$ cat config.mk
export PLATFORM = sky130hd
export DESIGN_NAME = seq_divider16
export DESIGN_NICKNAME = d
export VERILOG_FILES = /design/src/rtl/seq_divider16.sv
export SDC_FILE = /design/constraint.sdc
export NUM_CORES = 1
export LEC_CHECK = 0
export ABC_AREA = 1
export CAP_MARGIN = 20
export CELL_PAD_IN_SITES_DETAIL_PLACEMENT = 1
export CELL_PAD_IN_SITES_GLOBAL_PLACEMENT = 1
export CORE_AREA = 4 4 119 121
export CTS_BUF_LIST = sky130_fd_sc_hd__clkbuf_8
export CTS_CLUSTER_SIZE = 16
export DETAILED_ROUTE_END_ITERATION = 12
export DIE_AREA = 0 0 123 125
export PLACE_DENSITY_LB_ADDON = 0.1
export SLEW_MARGIN = 30
export SYNTH_ARGS = -nofsm -noshare
export SYNTH_HDL_FRONTEND = slang
export SYNTH_SLANG_ARGS = --single-unit
$ cat constraint.sdc
create_clock -name clk -period 2.42 [get_ports clk]
set_input_delay 0.605 -clock clk [delete_from_list [all_inputs] [get_ports clk]]
set_output_delay 0.605 -clock clk [all_outputs]
set_load 0.1 [all_outputs]
$ cat src/rtl/seq_divider16.sv
// Multi-cycle restoring shift-subtract divider with a start/ready/done handshake.
// Define SEQ_DIV_SIGNED_EN for two's-complement operands; the default build is unsigned.
module seq_divider16 #(
    parameter int WIDTH = 16,
    parameter int CNT_W = 5
) (
    input  logic             clk,
    input  logic             rst_n,
    input  logic             start,
    input  logic [WIDTH-1:0] dividend,
    input  logic [WIDTH-1:0] divisor,
    output logic             ready,
    output logic             busy,
    output logic             done,
    output logic [WIDTH-1:0] quotient,
    output logic [WIDTH-1:0] remainder,
    output logic             div_by_zero
);

    typedef enum logic [1:0] {IDLE, RUN, DONE} state_t;

    state_t             r_state;
    logic [CNT_W-1:0]   r_count;
    logic [WIDTH-1:0]   r_rem;
    logic [WIDTH-1:0]   r_quo;
    logic [WIDTH-1:0]   r_divisor;
    logic               r_ready;
    logic               r_busy;
    logic               r_done;
    logic [WIDTH-1:0]   r_quotient;
    logic [WIDTH-1:0]   r_remainder;
    logic               r_divByZero;

    logic [WIDTH:0]     w_remShift;
    logic [WIDTH+1:0]   w_diff;
    logic               w_ge;
    logic [WIDTH-1:0]   w_newRem;
    logic [WIDTH-1:0]   w_newQuo;
    logic [WIDTH-1:0]   w_dvdMag;
    logic [WIDTH-1:0]   w_dvsMag;
    logic [WIDTH-1:0]   w_resQuo;
    logic [WIDTH-1:0]   w_resRem;

    // Trial subtract as an add of the inverted divisor with carry-in 1; the top bit is the carry.
    // Bit WIDTH is always the inverse of the carry here, so folding it in costs nothing.
    assign w_remShift = {r_rem, r_quo[WIDTH-1]};
    assign w_diff     = {1'b0, w_remShift} + {1'b0, ~{1'b0, r_divisor}} + (WIDTH+2)'(1);
    assign w_ge       = w_diff[WIDTH+1] & ~w_diff[WIDTH];
    assign w_newRem   = w_ge ? w_diff[WIDTH-1:0] : w_remShift[WIDTH-1:0];
    assign w_newQuo   = {r_quo[WIDTH-2:0], w_ge};

`ifdef SEQ_DIV_SIGNED_EN
    logic r_negQuo;
    logic r_negRem;

    assign w_dvdMag = dividend[WIDTH-1] ? -dividend : dividend;
    assign w_dvsMag = divisor[WIDTH-1]  ? -divisor  : divisor;
    assign w_resQuo = r_negQuo ? -w_newQuo : w_newQuo;
    assign w_resRem = r_negRem ? -w_newRem : w_newRem;

    always_ff @(posedge clk) begin
        if (!rst_n) begin
            r_negQuo <= 1'b0;
            r_negRem <= 1'b0;
        end else if (r_state == IDLE && start) begin
            r_negQuo <= dividend[WIDTH-1] ^ divisor[WIDTH-1];
            r_negRem <= dividend[WIDTH-1];
        end
    end
`else
    assign w_dvdMag = dividend;
    assign w_dvsMag = divisor;
    assign w_resQuo = w_newQuo;
    assign w_resRem = w_newRem;
`endif

    always_ff @(posedge clk) begin
        if (!rst_n) begin
            r_state     <= IDLE;
            r_count     <= '0;
            r_rem       <= '0;
            r_quo       <= '0;
            r_divisor   <= '0;
            r_ready     <= 1'b1;
            r_busy      <= 1'b0;
            r_done      <= 1'b0;
            r_quotient  <= '0;
            r_remainder <= '0;
            r_divByZero <= 1'b0;
        end else begin
            case (r_state)
                IDLE: begin
                    if (start) begin
                        r_ready   <= 1'b0;
                        r_quo     <= w_dvdMag;
                        r_divisor <= w_dvsMag;
                        r_rem     <= '0;
                        r_count   <= '0;
                        if (divisor != '0) begin
                            r_busy  <= 1'b1;
                            r_state <= RUN;
                        end else begin
                            r_quotient  <= '1;
                            r_remainder <= dividend;
                            r_divByZero <= 1'b1;
                            r_done      <= 1'b1;
                            r_state     <= DONE;
                        end
                    end
                end
                RUN: begin
                    r_rem   <= w_newRem;
                    r_quo   <= w_newQuo;
                    r_count <= r_count + 1'b1;
                    if (r_count == CNT_W'(WIDTH-1)) begin
                        r_quotient  <= w_resQuo;
                        r_remainder <= w_resRem;
                        r_divByZero <= 1'b0;
                        r_done      <= 1'b1;
                        r_busy      <= 1'b0;
                        r_state     <= DONE;
                    end
                end
                DONE: begin
                    r_done  <= 1'b0;
                    r_ready <= 1'b1;
                    r_state <= IDLE;
                end
                default: begin
                    r_state <= IDLE;
                end
            endcase
        end
    end

    assign ready       = r_ready;
    assign busy        = r_busy;
    assign done        = r_done;
    assign quotient    = r_quotient;
    assign remainder   = r_remainder;
    assign div_by_zero = r_divByZero;

endmodule

==> summary.txt <==
PD cells: 1320 nW/µm²
Port Buffers: 70
worst flop-to-flop path endpoint: remainder[9]$_SDFFE_PN0P_
initial antenna violation count: 0
Syn. warnings: 0
Placement Rows: 42
Setup Crit Path Kind: reg2reg
Worst Hold Launch: r_divisor[12]$_SDFFE_PN0P_
Worst-Skew Late Latency: 0.37 ns
WL/cell: 15.4 µm
first-pass GRT wire length: 26300 µm
fin. max-slew vios: 0
Die Wd: 123 µm
Root Buffer: clkbuf_8
mux cell area share after synthesis: 0%
synthesis-stage register bit count: 91
Num CTS Buffers: 9
DRT Wirelength: 15700 µm
residual DRC count: 0
CP arrival: 2.58 ns
placed inst area: 6110 µm²
Hold Vio Cnt, Final: 0
syn nets: 831
slew margin rel.: 54.3%
CTS tree: built
switch share: 53.0%
Tmin final: 2.25 ns
EDFF count, synth: 0
Yosys cell types: 38
pin count of the biggest net entering global routing: 70
Avg Vias per Cell: 5.04
critical path endpoint category: register
Final Util: 48.6%
top area cells in the synthesized netlist: dfxtp_1 35%, nand2_1 10%, inv_1 8.6%
Min-Delay Path Class: reg2reg
CTS resizes: 0
combinational family with the most area after synthesis: simple AND/OR/NAND/NOR gates
CTS max path bufs: 2
# IOs: 71
Avg Inst Size Synth: 6.80 µm²
setup bufs post-CTS: 0
clock power share: 13.1%
worst r2r src: r_quo[15]$_SDFFE_PN0P_
VDD IR max: 0.000654 V
leading area contributor after synthesis: dfxtp_1
Switch Pwr: 4470 µW
Seq pwr share: 25.3%
RSZ-0062 raised after global routing: yes
simple-gate share of the synthesized area: 30.5%
Die Span Y: 125 µm
clk_skew: 0.0139 ns
number of H-tree levels: 3
P_int: 3960 µW
hold endpoint: r_divisor[12]$_SDFFE_PN0P_
Fillers: 1698
router iterations before antenna repair: 4
XOR/XNOR share of the synthesized area: 1.50%
period utilization: 92.8%
Setup Viol. Count Final: 0
Worst setup SP type: register
post-synthesis compound-gate area fraction: 15.3%
layout cells sized above 1: 15.8%
Yosys top cell area share: 34.6%
total grt overflow: 0
GPL Wtd Cong: 0.845
Initial Utilization: 40.2%
critical path required time: 2.75 ns
status: finished, final reports clean
antenna-violating nets left: 0
fmax: 445 MHz
Place WS: -0.126 ns
Post-DP HPWL: 11900 µm
top-count cell post-synth: nand2_1
clock transition at the registers of the reported paths: 0.10 ns
hold buffers post-CTS: 0
drt first-iter violations: 290
r2r setup slk: 0.17 ns
post-synthesis sequential area ratio: 34.6%
all-layer global routing usage: 21.3%
Leak: 0.00312 µW
MaxCap Viol Count: 0
Storage cell area: 1820 µm²
slew at the pin with the worst max-slew slack: 0.686 ns
Post-synth ARST share: 0%
diode count: 0
Finished Cell Area: 6360 µm²
die footprint: 15400 µm²
# nets final: 895
Gate power share: 61.6%
top_reg_cell synth: dfxtp_1
R2R depth: 18
Mapped Area: 5270 µm²
detailed-route via count: 5135
Synth Instances: 774
Worst Slack Setup Final: 0.174 ns
core area: 13100 µm²
WHS Path Cells: 2
number of global-route vias before repair: 5450
Worst Path Max Fanout: 11
multi-input logic area: 2810 µm²
Synth top cells by count: 143 x nand2_1, 120 x inv_1, 91 x dfxtp_1
area added between synthesis and finish: 20.8%
CTS Sinks: 91
Post-Synth Adder-Cell Area: 5.37%
==> cell type report <==
cell class / count / area share [%]
clock inverters: 6 / 1.14
multi-input cells: 520 / 44.2
well taps: 176 / 3.46
inverters: 127 / 7.49
clock buffers: 10 / 2.16
flip-flops and latches: 91 / 28.7
repair buffers: 89 / 12.9
==> layer usage <==
metal  wire length, µm  track usage (%)
met5                 0                0
met4               352             7.17
met3               367             3.57
met2              7830             36.8
met1              7180             26.5
==> stage by stage <==
step                 TNS, ns  hold slack, ns  total power (µW)  instances
finish                     0           0.476              8420       1019
global route        -0.00461           0.508              9120       1019
CTS                        0           0.478              8450       1019
detailed placement     -2.57           0.464              7310       1003
global placement       -1.57           0.451              7160       1003
floorplan                  0           0.433              6000        774
==> kinds of logic after synthesis <==
kind of cell             Yosys count
buffers and inverters            163
flip-flops                        91
XOR/XNOR                           9
adder cells (fa/ha/maj)           22
AND/OR/NAND/NOR                  336
AO/OA/AOI/OAI                    153
==> worst max-delay path, stage by stage (launching register included) <==
cell and delay, ns:
dfxtp_2 0.34, inv_1 0.05, ha_1 0.14, inv_1 0.06, fa_2 0.35, nand2_2 0.08, nand2_2 0.08, nand3_2 0.09
nand2_2 0.08, nand2_2 0.08, nand2_1 0.08, nand2_4 0.09, nand2_4 0.07, nor2_8 0.11, buf_12 0.15, nand3_2 0.11
nand3_1 0.13, nand2_1 0.06, inv_1 0.04
==> cells in the final DEF (no fill, tap or decap), types with 9 or more instances in the layout <==
cell type and instances:
clkdlybuf4s50_1 34, ha_1 20, nand3_1 55, a21oi_1 75
o21ai_0 68, nand3_2 26, nor3_1 10, nand2_1 141
nand2_2 11, xor2_1 9, buf_4 49, nor2_1 71
clkbuf_8 10, dfxtp_1 90, inv_1 120
==> power groups by stage <==
stage	registers, µW	logic [µW]	clock network [µW]
floorplan	3090	2910	0
global placement	2150	5010	0
detailed placement	2160	5140	0
CTS	2140	5170	1140
global route	2180	5720	1220
finish	2130	5190	1100
==> registers in the layout, indices dropped and copies added (netlist names) <==
register     cells
div_by_zero      1
done             1
remainder       16
r_rem           16
ready            1
busy             1
quotient        16
r_divisor       16
r_quo           16
r_state          2
r_count          5
==> worst max-delay path by stage <==
stage                     slack, ns              startpoint  cells past startpoint                          to
after global placement        -0.11             divisor[11]                      8    quotient[3]$_SDFFE_PN0P_
after global routing         -0.005  r_quo[15]$_SDFFE_PN0P_                     18  remainder[14]$_SDFFE_PN0P_
final                          0.17  r_quo[15]$_SDFFE_PN0P_                     18   remainder[9]$_SDFFE_PN0P_
after floorplan                0.38  r_quo[15]$_SDFFE_PN0P_                     18  remainder[10]$_SDFFE_PN0P_
after detailed placement      -0.13             divisor[12]                     10   remainder[8]$_SDFFE_PN0P_
after CTS                      0.02  r_quo[15]$_SDFFE_PN0P_                     18       r_rem[5]$_SDFFE_PN0P_
(Power assumes the default switching activity.)
